[config.mk]
export PLATFORM = sky130hd
export DESIGN_NAME = ladybird_bus_arbiter_flat
export DESIGN_NICKNAME = d
export VERILOG_FILES = /design/src/rtl/ladybird_config.sv /design/src/rtl/ladybird_bus_arbiter_if.sv /design/src/rtl/ladybird_owner_fifo.sv /design/src/rtl/ladybird_bus_arbiter.sv /design/src/flat_wrapper.sv
export SDC_FILE = /design/constraint.sdc
export NUM_CORES = 1
export LEC_CHECK = 0
export ABC_CLOCK_PERIOD_IN_PS = 4300
export CORE_AREA = 2 2 108 110
export CTS_CLUSTER_DIAMETER = 40
export DETAILED_ROUTE_END_ITERATION = 8
export DIE_AREA = 0 0 110 112
export GPL_TIMING_DRIVEN = 1
export PLACE_DENSITY = 0.68
export SLEW_MARGIN = 30
export SYNTH_ARGS = -nofsm -noshare
export SYNTH_HDL_FRONTEND = slang
export SYNTH_SLANG_ARGS = --single-unit
[constraint.sdc]
create_clock -name clk -period 4.3 [get_ports clk]
set_input_delay 0.645 -clock clk [delete_from_list [all_inputs] [get_ports clk]]
set_output_delay 0.645 -clock clk [all_outputs]
set_load 0.02 [all_outputs]
[src/rtl/ladybird_config.sv]
// rtl/ladybird_config.sv - shared constants and types for the ladybird bus arbiter
package ladybird_config;

   localparam int NUM_REQ = 2;

   // Identifies which requester issued an outstanding read
   typedef logic owner_id_t;

endpackage

[src/rtl/ladybird_bus_arbiter_if.sv]
// rtl/ladybird_bus_arbiter_if.sv - requester and secondary bus signals around the arbiter
interface ladybird_bus_arbiter_if #(
   parameter int ADDR_W = 32,
   parameter int DATA_W = 32
);
   logic                  m0_req;
   logic [ADDR_W-1:0]     m0_addr;
   logic [DATA_W/8-1:0]   m0_wstrb;
   logic [DATA_W-1:0]     m0_wdata;
   logic                  m0_gnt;
   logic                  m0_data_gnt;

   logic                  m1_req;
   logic [ADDR_W-1:0]     m1_addr;
   logic [DATA_W/8-1:0]   m1_wstrb;
   logic [DATA_W-1:0]     m1_wdata;
   logic                  m1_gnt;
   logic                  m1_data_gnt;

   logic [DATA_W-1:0]     m_rdata;

   logic                  s_req;
   logic [ADDR_W-1:0]     s_addr;
   logic [DATA_W/8-1:0]   s_wstrb;
   logic [DATA_W-1:0]     s_wdata;
   logic                  s_gnt;
   logic [DATA_W-1:0]     s_rdata;
   logic                  s_data_gnt;

   // Arbiter view: serves both requesters and drives the secondary bus
   modport master (
      input  m0_req, m0_addr, m0_wstrb, m0_wdata,
      output m0_gnt, m0_data_gnt,
      input  m1_req, m1_addr, m1_wstrb, m1_wdata,
      output m1_gnt, m1_data_gnt,
      output m_rdata,
      output s_req, s_addr, s_wstrb, s_wdata,
      input  s_gnt, s_rdata, s_data_gnt
   );

   // Environment view: requesters and the secondary memory
   modport slave (
      output m0_req, m0_addr, m0_wstrb, m0_wdata,
      input  m0_gnt, m0_data_gnt,
      output m1_req, m1_addr, m1_wstrb, m1_wdata,
      input  m1_gnt, m1_data_gnt,
      input  m_rdata,
      input  s_req, s_addr, s_wstrb, s_wdata,
      output s_gnt, s_rdata, s_data_gnt
   );

endinterface

[src/rtl/ladybird_owner_fifo.sv]
// rtl/ladybird_owner_fifo.sv - in-order FIFO recording which requester owns each outstanding read
module ladybird_owner_fifo #(
   parameter int DEPTH = 2,
   parameter int WIDTH = 1,
   localparam int IDX_W = (DEPTH > 1) ? $clog2(DEPTH) : 1,
   localparam int CNT_W = $clog2(DEPTH) + 1
) (
   input  logic             clk,
   input  logic             arst,
   input  logic             push_i,
   input  logic [WIDTH-1:0] din_i,
   input  logic             pop_i,
   output logic [WIDTH-1:0] head_o,
   output logic [CNT_W-1:0] count_o,
   output logic             empty_o
);

   logic [WIDTH-1:0] mem_q [DEPTH];
   logic [IDX_W-1:0] wr_ptr_q, wr_ptr_d;
   logic [IDX_W-1:0] rd_ptr_q, rd_ptr_d;
   logic [CNT_W-1:0] count_q, count_d;
   logic             pop_eff;

   function automatic logic [IDX_W-1:0] next_idx(input logic [IDX_W-1:0] p);
      return (p == IDX_W'(DEPTH - 1)) ? '0 : p + 1'b1;
   endfunction

   assign empty_o = (count_q == '0);
   assign pop_eff = pop_i & ~empty_o;
   assign head_o  = mem_q[rd_ptr_q];
   assign count_o = count_q;

   // Next pointers and occupancy; push and pop together leave the count unchanged
   always_comb begin
      wr_ptr_d = wr_ptr_q;
      rd_ptr_d = rd_ptr_q;
      count_d  = count_q;
      if (push_i)  wr_ptr_d = next_idx(wr_ptr_q);
      if (pop_eff) rd_ptr_d = next_idx(rd_ptr_q);
      case ({push_i, pop_eff})
         2'b10:   count_d = count_q + 1'b1;
         2'b01:   count_d = count_q - 1'b1;
         default: count_d = count_q;
      endcase
   end

   // Pointer and count registers; reset empties the FIFO
   always_ff @(posedge clk or posedge arst) begin
      if (arst) begin
         wr_ptr_q <= '0;
         rd_ptr_q <= '0;
         count_q  <= '0;
      end else begin
         wr_ptr_q <= wr_ptr_d;
         rd_ptr_q <= rd_ptr_d;
         count_q  <= count_d;
      end
   end

   // Entry storage needs no reset; only entries below count are ever read
   always_ff @(posedge clk) begin
      if (push_i) mem_q[wr_ptr_q] <= din_i;
   end

endmodule

[src/rtl/ladybird_bus_arbiter.sv]
// rtl/ladybird_bus_arbiter.sv - round-robin arbiter sharing one ladybird secondary between fetch and load/store
module ladybird_bus_arbiter
   import ladybird_config::*;
#(
   parameter int ADDR_W          = 32,
   parameter int DATA_W          = 32,
   parameter int MAX_OUTSTANDING = 2
) (
   input  logic                   clk,
   input  logic                   arst,
   ladybird_bus_arbiter_if.master bus,
   output logic                   err
);

   localparam int CNT_W = $clog2(MAX_OUTSTANDING) + 1;

   logic [NUM_REQ-1:0] elig;
   logic [NUM_REQ-1:0] sel;
   logic               rd_room;
   logic               accept;
   logic               sel_is_read;
   logic               push;
   logic               pop;
   logic               stray;
   owner_id_t          head_id;
   logic [CNT_W-1:0]   count;
   logic               empty;

   // ptr_q = 0 favours m0, 1 favours m1
   logic               ptr_q, ptr_d;
   logic               err_q, err_d;

   // Reads are throttled by the registered count, so a same-cycle pop never frees a slot
   always_comb begin
      rd_room = (count < CNT_W'(MAX_OUTSTANDING));
      elig[0] = ~arst & bus.m0_req & ((|bus.m0_wstrb) | rd_room);
      elig[1] = ~arst & bus.m1_req & ((|bus.m1_wstrb) | rd_room);
      sel[0]  = elig[0] & (~elig[1] | ~ptr_q);
      sel[1]  = elig[1] & (~elig[0] |  ptr_q);
   end

   assign bus.s_req   = |sel;
   assign bus.s_addr  = sel[0] ? bus.m0_addr  : (sel[1] ? bus.m1_addr  : '0);
   assign bus.s_wstrb = sel[0] ? bus.m0_wstrb : (sel[1] ? bus.m1_wstrb : '0);
   assign bus.s_wdata = sel[0] ? bus.m0_wdata : (sel[1] ? bus.m1_wdata : '0);

   assign bus.m0_gnt  = sel[0] & bus.s_gnt;
   assign bus.m1_gnt  = sel[1] & bus.s_gnt;

   assign accept      = bus.s_req & bus.s_gnt;
   assign sel_is_read = ~(|bus.s_wstrb);
   assign push        = accept & sel_is_read;

   // Responses go to the oldest outstanding owner; a response with no owner is a protocol error
   assign pop             = ~arst & bus.s_data_gnt & ~empty;
   assign stray           = ~arst & bus.s_data_gnt &  empty;
   assign bus.m0_data_gnt = pop & (head_id == 1'b0);
   assign bus.m1_data_gnt = pop & (head_id == 1'b1);
   assign bus.m_rdata     = bus.s_rdata;
   assign err             = err_q;

   // After an accept, favour the port that was not just served
   always_comb begin
      ptr_d = ptr_q;
      err_d = err_q | stray;
      if (accept) ptr_d = sel[0];
   end

   // Priority pointer and sticky error flag
   always_ff @(posedge clk or posedge arst) begin
      if (arst) begin
         ptr_q <= 1'b0;
         err_q <= 1'b0;
      end else begin
         ptr_q <= ptr_d;
         err_q <= err_d;
      end
   end

   ladybird_owner_fifo #(
      .DEPTH (MAX_OUTSTANDING),
      .WIDTH (1)
   ) u_fifo (
      .clk     (clk),
      .arst    (arst),
      .push_i  (push),
      .din_i   (sel[1]),
      .pop_i   (pop),
      .head_o  (head_id),
      .count_o (count),
      .empty_o (empty)
   );

endmodule

[src/flat_wrapper.sv]
// flat-port wrapper written by rule: the top's interface ports become plain ports
module ladybird_bus_arbiter_flat import ladybird_config::*;
#(
   parameter int ADDR_W          = 32,
   parameter int DATA_W          = 32,
   parameter int MAX_OUTSTANDING = 2
)
  (clk, arst, err, bus_m0_req, bus_m0_addr, bus_m0_wstrb, bus_m0_wdata, bus_m0_gnt, bus_m0_data_gnt, bus_m1_req, bus_m1_addr, bus_m1_wstrb, bus_m1_wdata, bus_m1_gnt, bus_m1_data_gnt, bus_m_rdata, bus_s_req, bus_s_addr, bus_s_wstrb, bus_s_wdata, bus_s_gnt, bus_s_rdata, bus_s_data_gnt);
  ladybird_bus_arbiter_if #(.ADDR_W(ADDR_W), .DATA_W(DATA_W)) bus_i ();
  input  logic clk;
  input  logic arst;
  output logic err;
  input wire logic [$bits(bus_i.m0_req)-1:0] bus_m0_req;
  input wire logic [$bits(bus_i.m0_addr)-1:0] bus_m0_addr;
  input wire logic [$bits(bus_i.m0_wstrb)-1:0] bus_m0_wstrb;
  input wire logic [$bits(bus_i.m0_wdata)-1:0] bus_m0_wdata;
  output wire logic [$bits(bus_i.m0_gnt)-1:0] bus_m0_gnt;
  output wire logic [$bits(bus_i.m0_data_gnt)-1:0] bus_m0_data_gnt;
  input wire logic [$bits(bus_i.m1_req)-1:0] bus_m1_req;
  input wire logic [$bits(bus_i.m1_addr)-1:0] bus_m1_addr;
  input wire logic [$bits(bus_i.m1_wstrb)-1:0] bus_m1_wstrb;
  input wire logic [$bits(bus_i.m1_wdata)-1:0] bus_m1_wdata;
  output wire logic [$bits(bus_i.m1_gnt)-1:0] bus_m1_gnt;
  output wire logic [$bits(bus_i.m1_data_gnt)-1:0] bus_m1_data_gnt;
  output wire logic [$bits(bus_i.m_rdata)-1:0] bus_m_rdata;
  output wire logic [$bits(bus_i.s_req)-1:0] bus_s_req;
  output wire logic [$bits(bus_i.s_addr)-1:0] bus_s_addr;
  output wire logic [$bits(bus_i.s_wstrb)-1:0] bus_s_wstrb;
  output wire logic [$bits(bus_i.s_wdata)-1:0] bus_s_wdata;
  input wire logic [$bits(bus_i.s_gnt)-1:0] bus_s_gnt;
  input wire logic [$bits(bus_i.s_rdata)-1:0] bus_s_rdata;
  input wire logic [$bits(bus_i.s_data_gnt)-1:0] bus_s_data_gnt;
  assign bus_i.m0_req = bus_m0_req;
  assign bus_i.m0_addr = bus_m0_addr;
  assign bus_i.m0_wstrb = bus_m0_wstrb;
  assign bus_i.m0_wdata = bus_m0_wdata;
  assign bus_m0_gnt = bus_i.m0_gnt;
  assign bus_m0_data_gnt = bus_i.m0_data_gnt;
  assign bus_i.m1_req = bus_m1_req;
  assign bus_i.m1_addr = bus_m1_addr;
  assign bus_i.m1_wstrb = bus_m1_wstrb;
  assign bus_i.m1_wdata = bus_m1_wdata;
  assign bus_m1_gnt = bus_i.m1_gnt;
  assign bus_m1_data_gnt = bus_i.m1_data_gnt;
  assign bus_m_rdata = bus_i.m_rdata;
  assign bus_s_req = bus_i.s_req;
  assign bus_s_addr = bus_i.s_addr;
  assign bus_s_wstrb = bus_i.s_wstrb;
  assign bus_s_wdata = bus_i.s_wdata;
  assign bus_i.s_gnt = bus_s_gnt;
  assign bus_i.s_rdata = bus_s_rdata;
  assign bus_i.s_data_gnt = bus_s_data_gnt;
  ladybird_bus_arbiter #(.ADDR_W(ADDR_W), .DATA_W(DATA_W), .MAX_OUTSTANDING(MAX_OUTSTANDING)) u_core (.clk(clk), .arst(arst), .bus(bus_i), .err(err));
endmodule
; Word-level counts from Yosys, hierarchy flattened
; Memories as Yosys holds them, arrays and structs flattened.
; Index checks and enable logic that the tools add are counted.
[totals]
in_bits = 174
register_bits = 6
ram_bits = 2
elab_cells = 58
mem_count = 1
out_inout_bits = 106
[op_classes]
n_bitwise = 28
addsub = 4
muxes = 11
n_reduce_logical = 6
order_cmp = 1
n_eq_ne = 2
[mem_list]
columns = name, words, width, read_ports, rd_ports_with_merged_regs, write_ports, line_no
row1 = u_core.u_fifo.mem_q, 2, 1, 1, 0, 1, ladybird_owner_fifo.sv:18  ; logic [WIDTH-1:0] mem_q [DEPTH];
[op_table]
columns = operator, count
row1 = $mux 32, 4
row2 = $and 1x1->1, 16
row3 = $reduce_or 4->1, 3
row4 = $mux 4, 2
row5 = $not 1->1, 7
row6 = $or 1x1->1, 5
row7 = $mux 1, 4
row8 = $pmux 2 s2, 1
row9 = $add 1x1->1 const B, 2
row10 = $add 2x1->2 const B, 1
row11 = $eq 2x1->1 const B, 1
row12 = $eq 2x2->1 const B, 1
row13 = $logic_not 2->1, 1
row14 = $lt 2x2->1 const B, 1
row15 = $reduce_bool 2->1, 1
row16 = $reduce_or 2->1, 1
row17 = $sub 2x1->2 const B, 1

; Depth between registers and ports, before layout
; Gate-level depths: netlist of run 1.
[logic_depth]
ltp_word = 13
ltp_mapped = 11
ltp_nobuf = 9

; Cells and area by module
; Synthesis of run 1 repeated with hierarchy kept, for this count alone.
[unflattened]
cells_unflattened = 166
hier_area_um2 = 1527.7
[by_module_without_submodules]
columns = mod, area_each_um2, cells_each, instances
row1 = ladybird_bus_arbiter, 1266.2, 146, 1
row2 = ladybird_owner_fifo, 261.5, 20, 1

; Least setup slack after synthesis of run 1
; OpenSTA, ideal clock, no wires.
[synth_path]
path_type = in2out
startpoint = in bus_m0_wstrb[0]
endpoint = out bus_s_addr[12]
setup_slack_ns = 1.454
arrival_ns = 2.201
stages = 6
path_cell_list = nor4_2 -> a21oi_1 -> nor3_4 -> clkbuf_1 -> clkbuf_1 -> a22o_1
[synth_between]
elab_chain_len = 8
[synth_rtl]
columns = element, line_no
row1 = "start, declared", flat_wrapper.sv:15  ; input wire logic [$bits(bus_i.m0_wstrb)-1:0] bus_m0_wstrb;
row2 = $reduce_or 4->1 *, ladybird_bus_arbiter.sv:36  ; elig[0] = ~arst & bus.m0_req & ((|bus.m0_wstrb) | rd_room);
row3 = $or 1x1->1 *, ladybird_bus_arbiter.sv:36
row4 = $and 1x1->1 *, ladybird_bus_arbiter.sv:36
row5 = $not 1->1, ladybird_bus_arbiter.sv:39  ; sel[1] = elig[1] & (~elig[0] | ptr_q);
row6 = $or 1x1->1, ladybird_bus_arbiter.sv:39
row7 = $and 1x1->1, ladybird_bus_arbiter.sv:39
row8 = $mux 32, ladybird_bus_arbiter.sv:43  ; assign bus.s_addr = sel[0] ? bus.m0_addr : (sel[1] ? bus.m1_addr : '0);
row9 = $mux 32 *, ladybird_bus_arbiter.sv:43
row10 = "end, declared", flat_wrapper.sv:27  ; output wire logic [$bits(bus_i.s_addr)-1:0] bus_s_addr;
; Mark *: on every way between the ends. The rest lies on a longest branch, timed or not.

; Final worst setup path of run 1
[layout_path]
startpoint = in bus_m0_req
endpoint = out bus_s_wdata[7]
[layout_between]
elab_chain_len = 7
[layout_rtl]
columns = element, line_no
row1 = "start, declared", flat_wrapper.sv:13  ; input wire logic [$bits(bus_i.m0_req)-1:0] bus_m0_req;
row2 = $and 1x1->1 * (2 in a row), ladybird_bus_arbiter.sv:36
row3 = $not 1->1, ladybird_bus_arbiter.sv:39
row4 = $or 1x1->1, ladybird_bus_arbiter.sv:39
row5 = $and 1x1->1, ladybird_bus_arbiter.sv:39
row6 = $mux 32, ladybird_bus_arbiter.sv:45  ; assign bus.s_wdata = sel[0] ? bus.m0_wdata : (sel[1] ? bus.m1_wdata : '0);
row7 = $mux 32 *, ladybird_bus_arbiter.sv:45
row8 = "end, declared", flat_wrapper.sv:29  ; output wire logic [$bits(bus_i.s_wdata)-1:0] bus_s_wdata;
; Marked as above.

==> out/results.tsv, run 1 <==
stage	metric	value	unit
run_status	outcome	finished, final reports clean	
worst_setup_path	cpMostUsedCell	clkdlybuf4s50_1	
drt	drtPass1Iterations	4	
cts	root_buffer	clkbuf_16	
sta	finalMaxSlewViolations	0	
cts	cts_htree_levels	1	
synth	yosys.area.top_type_share	41.1	%
synth	synth_largest_area_cell	a22o_1	
worst_setup_path	crit_buf_inv	3	
synth	syn_nets	349	
global_route	grt_pass1_wl	12.6	mm
worst_setup_path	cp.required	3650	ps
sta	clock_skew	3.76	ps
worst_setup_path	slowest_delay	640	ps
finish	antenna_cells	0	
placed_design	io_buffers	215	
flow_run	drv_cap	0	
finish	multi_input_area	891	um^2
sta	grt_setup_unrepaired	false	
drt	drtAntennaViolNets	0	
worst_setup_path	cp_cell_sequence	clkdlybuf4s50_1 -> nor2b_1 -> a21bo_2 -> nor2_4 -> buf_4 -> a22o_1 -> clkdlybuf4s50_1	
floorplanning	pin_count	280	
sta	max_freq	0.256	GHz
cts	clk_pin_slew	30	ps
cts	clk_path_buf_depth	2	
floorplanning	die_area	0.0123	mm^2
finish	ff_latch_area	210	um^2
finish	drive_gt1_share	3.16	%
sta	tns	0	ps
power_and_ir_drop	leakagePower	1.36	nW
cts	cts_resized	0	
placed_design	pre_cts_slack	372	ps
placed_design	gp_congestion	0.823	
synth	synth-edff-count	2	
worst_setup_path	crit_type	input pin to output pin	
cts	cts_setup_buffers	0	
drt	post-route-drc-count	0	
cts	numCtsBuffers	3	
floorplanning	rows	39	
drt	vias	2098	
cts	cts_tree	done	
sta	fin_crit_sh	90.9	%
hold_path	hp-class	flip-flop to flip-flop	
global_route	grt_pass1_vias	2159	
worst_setup_path	cp.arrival	3260	ps
synth	synth_area	0.00143	mm^2
synth	syn_area_per_cell	8.20	um^2
cts	cts.sinks	8	
finish	area_growth	151	%
synth	synth_common_cells	a22o_1 (67), buf_4 (32), clkbuf_1 (13), nor2_1 (8), inv_1 (7)	
sta	fin_crit	3910	ps
worst_setup_path	cp-start-kind	input pin	
floorplanning	die_w	110	um
global_route	antenna_found_initial	0	
worst_setup_path	slowest_stage	clkdlybuf4s50_1	
sta	hold_violations	0	
synth	yosys-top-cells-area	a22o_1 (41%), buf_4 (17%), dfrtp_1 (11%)	
floorplanning	die_h	112	um
drt	via_per_inst	4.27	
synth	ys_async_sr_fraction	75.0	%
drt	drt_iter0_drc	78	
global_route	grt_max_degree	41	
sta	relSlewSlack	59.9	%
worst_setup_path	worst-path-max-fanout	25	
synth	yosysMostFrequentCell	a22o_1	
synth	yosysSeqAreaShare	14.7	%
sta	setup_viol	0	
synth	netlist_instances	174	
drt	wl_per_cell	18.5	um
finish	fin_util	32.0	%
floorplanning	start_util	12.8	%
cts	cts_hold_buf	0	
synth	ys_types	32	
sta	setup_ws	393	ps
synth	synth_ff_type	dfrtp_1	
power_and_ir_drop	power_density	234	mW/mm^2
global_route	grt-ovfl-total	0	
finish	fin_nets	524	
worst_setup_path	critPathTopFamily	buffers and inverters	
drt	drt_wl_total	9.08	mm
worst_setup_path	critPathCaptureType	output pin	
cts	insertion_delay	230	ps
power_and_ir_drop	ir_drop	0.108	mV
finish	final_area	0.00358	mm^2
synth	ys_ff_latch	8	
sta	tightestPinTransition	600	ps
floorplanning	core-area	0.0112	mm^2
placed_design	hpwl	8.08	mm
finish	n_fill_cell	1161	
synth	synth-warning-count	0	
placed_design	placed_cell_area	0.00350	mm^2
global_route	grt_usage	13.7	%
sta	holdWs	480	ps
[stage by stage]
step           total power, W  instances
2_1_floorplan        0.000412        174
3_3_place_gp         0.000669        487
3_5_place_dp         0.000680        487
4_1_cts              0.000844        491
5_1_grt              0.000880        491
6_report             0.000838        491
[sequential cells by signal, indices dropped and copies added, names as in the netlist]
name / cells
u_core.err: 1
u_core.ptr_q: 1
u_core.u_fifo.count_o: 2
u_core.u_fifo.mem_q: 2
u_core.u_fifo.rd_ptr_q: 1
u_core.u_fifo.wr_ptr_q: 1
[cell type report]
class                           count  area share (%)
Multi-Input combinational cell    110            24.9
Tap cell                          143            5.00
Sequential cell                     8            5.87
Timing Repair Buffer              219            61.3
Clock buffer                        4            2.20
Inverter                            7           0.734
[cell usage in the layout, fill, tap and decap left out, types with 2 or more instances in the layout]
cell               n
a21oi_1            2
a22o_1            67
buf_4              3
clkbuf_16          3
clkdlybuf4s50_1  215
dfrtp_1            6
edfxtp_1           2
inv_1              7
nand3_1            2
nor2_1             7
nor2b_1            4
o21ai_0            3
o31ai_1            3
xnor2_1            4
[layer usage]
metal	part of all wire, %	track usage, %
met1	36	14.6
met2	54	26.6
met3	8.8	3.04
met4	1.1	2.70
met5	0	0
[worst paths after layout]
path / end / from / cells past startpoint / slack [ps]
worst max register to register: u_core.u_fifo.count_o[1]$_DFFE_PP0P_ / u_core.u_fifo.count_o[1]$_DFFE_PP0P_ / 8 / 1360
min in group asynchronous: u_core.u_fifo.wr_ptr_q$_DFFE_PP0N_ / arst / 2 / 770
worst min-delay path: u_core.err$_DFF_PP0_ / u_core.err$_DFF_PP0_ / 1 / 480
worst max-delay path: bus_s_wdata[7] / bus_m0_req / 7 / 390
max in group asynchronous: u_core.ptr_q$_DFFE_PP0P_ / arst / 2 / 3330
worst min register to register: u_core.err$_DFF_PP0_ / u_core.err$_DFF_PP0_ / 1 / 480
[cell families after synthesis]
| logic type | Yosys count | synth area share (%) |
|---|---|---|
| AND/OR/NAND/NOR | 23 | 9.90 |
| adder cells (fa/ha/maj) | 1 | 0.876 |
| flip-flops | 8 | 14.7 |
| buffers and inverters | 56 | 23.4 |
| multiplexers | 1 | 0.701 |
| AO/OA/AOI/OAI | 80 | 47.3 |
| XOR/XNOR | 5 | 3.07 |
[report_power, final]
part	internal (W)	total (W)	switching, W
Combinational	0.000307	0.000541	0.000233
Clock	0.000123	0.000160	0.0000361
Sequential	0.000105	0.000137	0.0000329
Total	0.000536	0.000838	0.000302
(Power assumes the default switching activity.)
==> run 2, diff against run 1 <==
REMOVE_ABC_BUFFERS = 1   (was default)
==> run 2 against run 1 <==
  * Non-clock buffer count unchanged
  * Die area unchanged
  * Sequential share of layout area about the same
  * Final cell count up 0.41%
  * Flip-flop and latch count unchanged
  * Setup slack better by 94 ps
  * Hold slack worse by 1.4 ps
  * Sequential power about the same
  * First-iteration DRC count up 10%
  * Cell area up 0.14%
  * Clock power about the same
  * Combinational power about the same
  * Critical path type unchanged
  * Largest power group unchanged
==> out/results.tsv, run 2 (synthesis gave the netlist of run 1 again) <==
stage	metric	value	unit
global_route	grt-ovfl-total	0	
placed_design	pre_cts_slack	438	ps
power_and_ir_drop	leakagePower	1.36	nW
floorplanning	rows	39	
sta	clock_skew	1.04	ps
cts	clk_path_buf_depth	2	
sta	holdWs	479	ps
finish	final_cell_mix	clkdlybuf4s50_1 (215), a22o_1 (67), inv_1 (7), nor2_1 (7), dfrtp_1 (6)	
cts	cts.sinks	8	
worst_setup_path	worst-path-max-fanout	23	
drt	post-route-drc-count	0	
finish	ff_latch_area	210	um^2
finish	drive_gt1_share	3.16	%
floorplanning	core-area	0.0112	mm^2
hold_path	hold_path.startpoint	u_core.err$_DFF_PP0_	
drt	via_per_inst	4.38	
worst_setup_path	slowest_delay	630	ps
finish	area_growth	151	%
drt	drt_iter0_drc	86	
drt	vias	2157	
cts	cts_resized	0	
finish	n_fill_cell	1127	
floorplanning	start_util	12.8	%
cts	cts_hold_buf	0	
floorplanning	die_w	110	um
global_route	grt_pass1_wl	13.8	mm
hold_path	hold_path_end	u_core.err$_DFF_PP0_	
floorplanning	die_h	112	um
hold_path	hp-class	flip-flop to flip-flop	
global_route	grt_usage	15.2	%
sta	grt_setup_unrepaired	false	
flow_run	drv_cap	0	
worst_setup_path	cp-start-kind	input pin	
sta	relSlewSlack	60.4	%
worst_setup_path	cp_cell_sequence	clkdlybuf4s50_1 -> nor4_2 -> a21oi_1 -> nor3_4 -> buf_4 -> a22o_1 -> clkdlybuf4s50_1	
sta	setup_viol	0	
worst_setup_path	cp.arrival	3170	ps
global_route	grt_max_degree	48	
sta	fin_crit	3810	ps
cts	root_buffer	clkbuf_16	
sta	fin_crit_sh	88.7	%
finish	layout_commonest_cell	clkdlybuf4s50_1	
cts	cts_setup_buffers	0	
sta	hold_violations	0	
worst_setup_path	ff2ff_path_depth	9	
hold_path	hold_path_depth	1	
worst_setup_path	cpMostUsedCell	clkdlybuf4s50_1	
drt	drt_wl_total	9.90	mm
cts	insertion_delay	230	ps
global_route	grt_pass1_vias	2359	
power_and_ir_drop	ir_drop	0.219	mV
placed_design	io_buffers	215	
global_route	antenna_found_initial	3	
floorplanning	pin_count	280	
run_status	outcome	finished, final reports clean	
finish	multi_input_area	891	um^2
worst_setup_path	r2r_slack	1520	ps
cts	numCtsBuffers	3	
placed_design	dp_cells	487	
worst_setup_path	crit_type	input pin to output pin	
sta	finalMaxSlewViolations	0	
worst_setup_path	slowest_stage	clkdlybuf4s50_1	
sta	max_freq	0.262	GHz
placed_design	gp_congestion	0.818	
worst_setup_path	timing.rr.end	u_core.u_fifo.count_o[1]$_DFFE_PP0P_	
drt	drtPass1Iterations	7	
floorplanning	die_area	0.0123	mm^2
power_and_ir_drop	power_density	233	mW/mm^2
finish	stdcell_count	493	
cts	clk_pin_slew	40	ps
cts	cts_tree	done	
worst_setup_path	critPathCaptureType	output pin	
finish	fin_nets	524	
drt	wl_per_cell	20.1	um
worst_setup_path	r2r_start	u_core.u_fifo.count_o[1]$_DFFE_PP0P_	
sta	tightestPinTransition	588	ps
sta	setup_ws	487	ps
cts	cts_htree_levels	1	
power_and_ir_drop	power	0.000837	W
finish	fin_util	32.1	%
placed_design	hpwl	8.69	mm
worst_setup_path	cp.required	3650	ps
drt	drtAntennaViolNets	0	
run 2: changes by cell type in the layout (fill, tap and decap cells not counted), sizes merged:
| cell | change |
|---|---|
| diode | +2 |
run 2: cell type report:
type	instances	share of cell area, %
inverter	7	0.733
tap	143	4.99
sequential	8	5.86
clock buffer	4	2.20
multi-input combinational	110	24.9
antenna	2	0.140
timing repair buffer	219	61.2
run 2: stage by stage:
step           TNS (ps)  instance area [um^2]
4_1_cts               0                  3580
3_5_place_dp          0                  3500
2_1_floorplan      -667                  1120
5_1_grt               0                  3580
6_report              0                  3580
3_3_place_gp          0                  3500
run 2: per-layer routing:
layer,vias to the layer above,wire length (um),track usage [%]
li1,990,-,-
met1,999,3810,17.8
met2,158,4710,24.6
met3,8,1250,8.08
met4,2,89,2.03
met5,-,47,3.78
run 2: how the worst max path moves through the flow:
stage | start | to | slack, ps | cells past startpoint
2_1_floorplan | bus_m0_req | u_core.u_fifo.count_o[1]$_DFFE_PP0P_ | -320 | 8
3_3_place_gp | bus_m0_wstrb[0] | bus_s_wdata[18] | 460 | 7
3_5_place_dp | bus_m0_wstrb[0] | bus_s_wdata[18] | 440 | 7
4_1_cts | bus_m0_wstrb[0] | bus_s_wdata[18] | 430 | 7
5_1_grt | bus_m0_wstrb[0] | bus_s_wdata[18] | 380 | 7
6_report | bus_m0_wstrb[0] | bus_s_wdata[18] | 490 | 7
run 2: critical path: cells and delay by family:
kind / cells / cell delay (ps)
AO/OA/AOI/OAI: 2 / 440
buffers and inverters: 3 / 1420
AND/OR/NAND/NOR: 2 / 650
run 2: power breakdown:
group	switching (W)	internal, W	total, W
Sequential	0.0000321	0.000105	0.000137
Clock	0.0000376	0.000124	0.000161
Combinational	0.000231	0.000307	0.000539
Total	0.000301	0.000536	0.000837
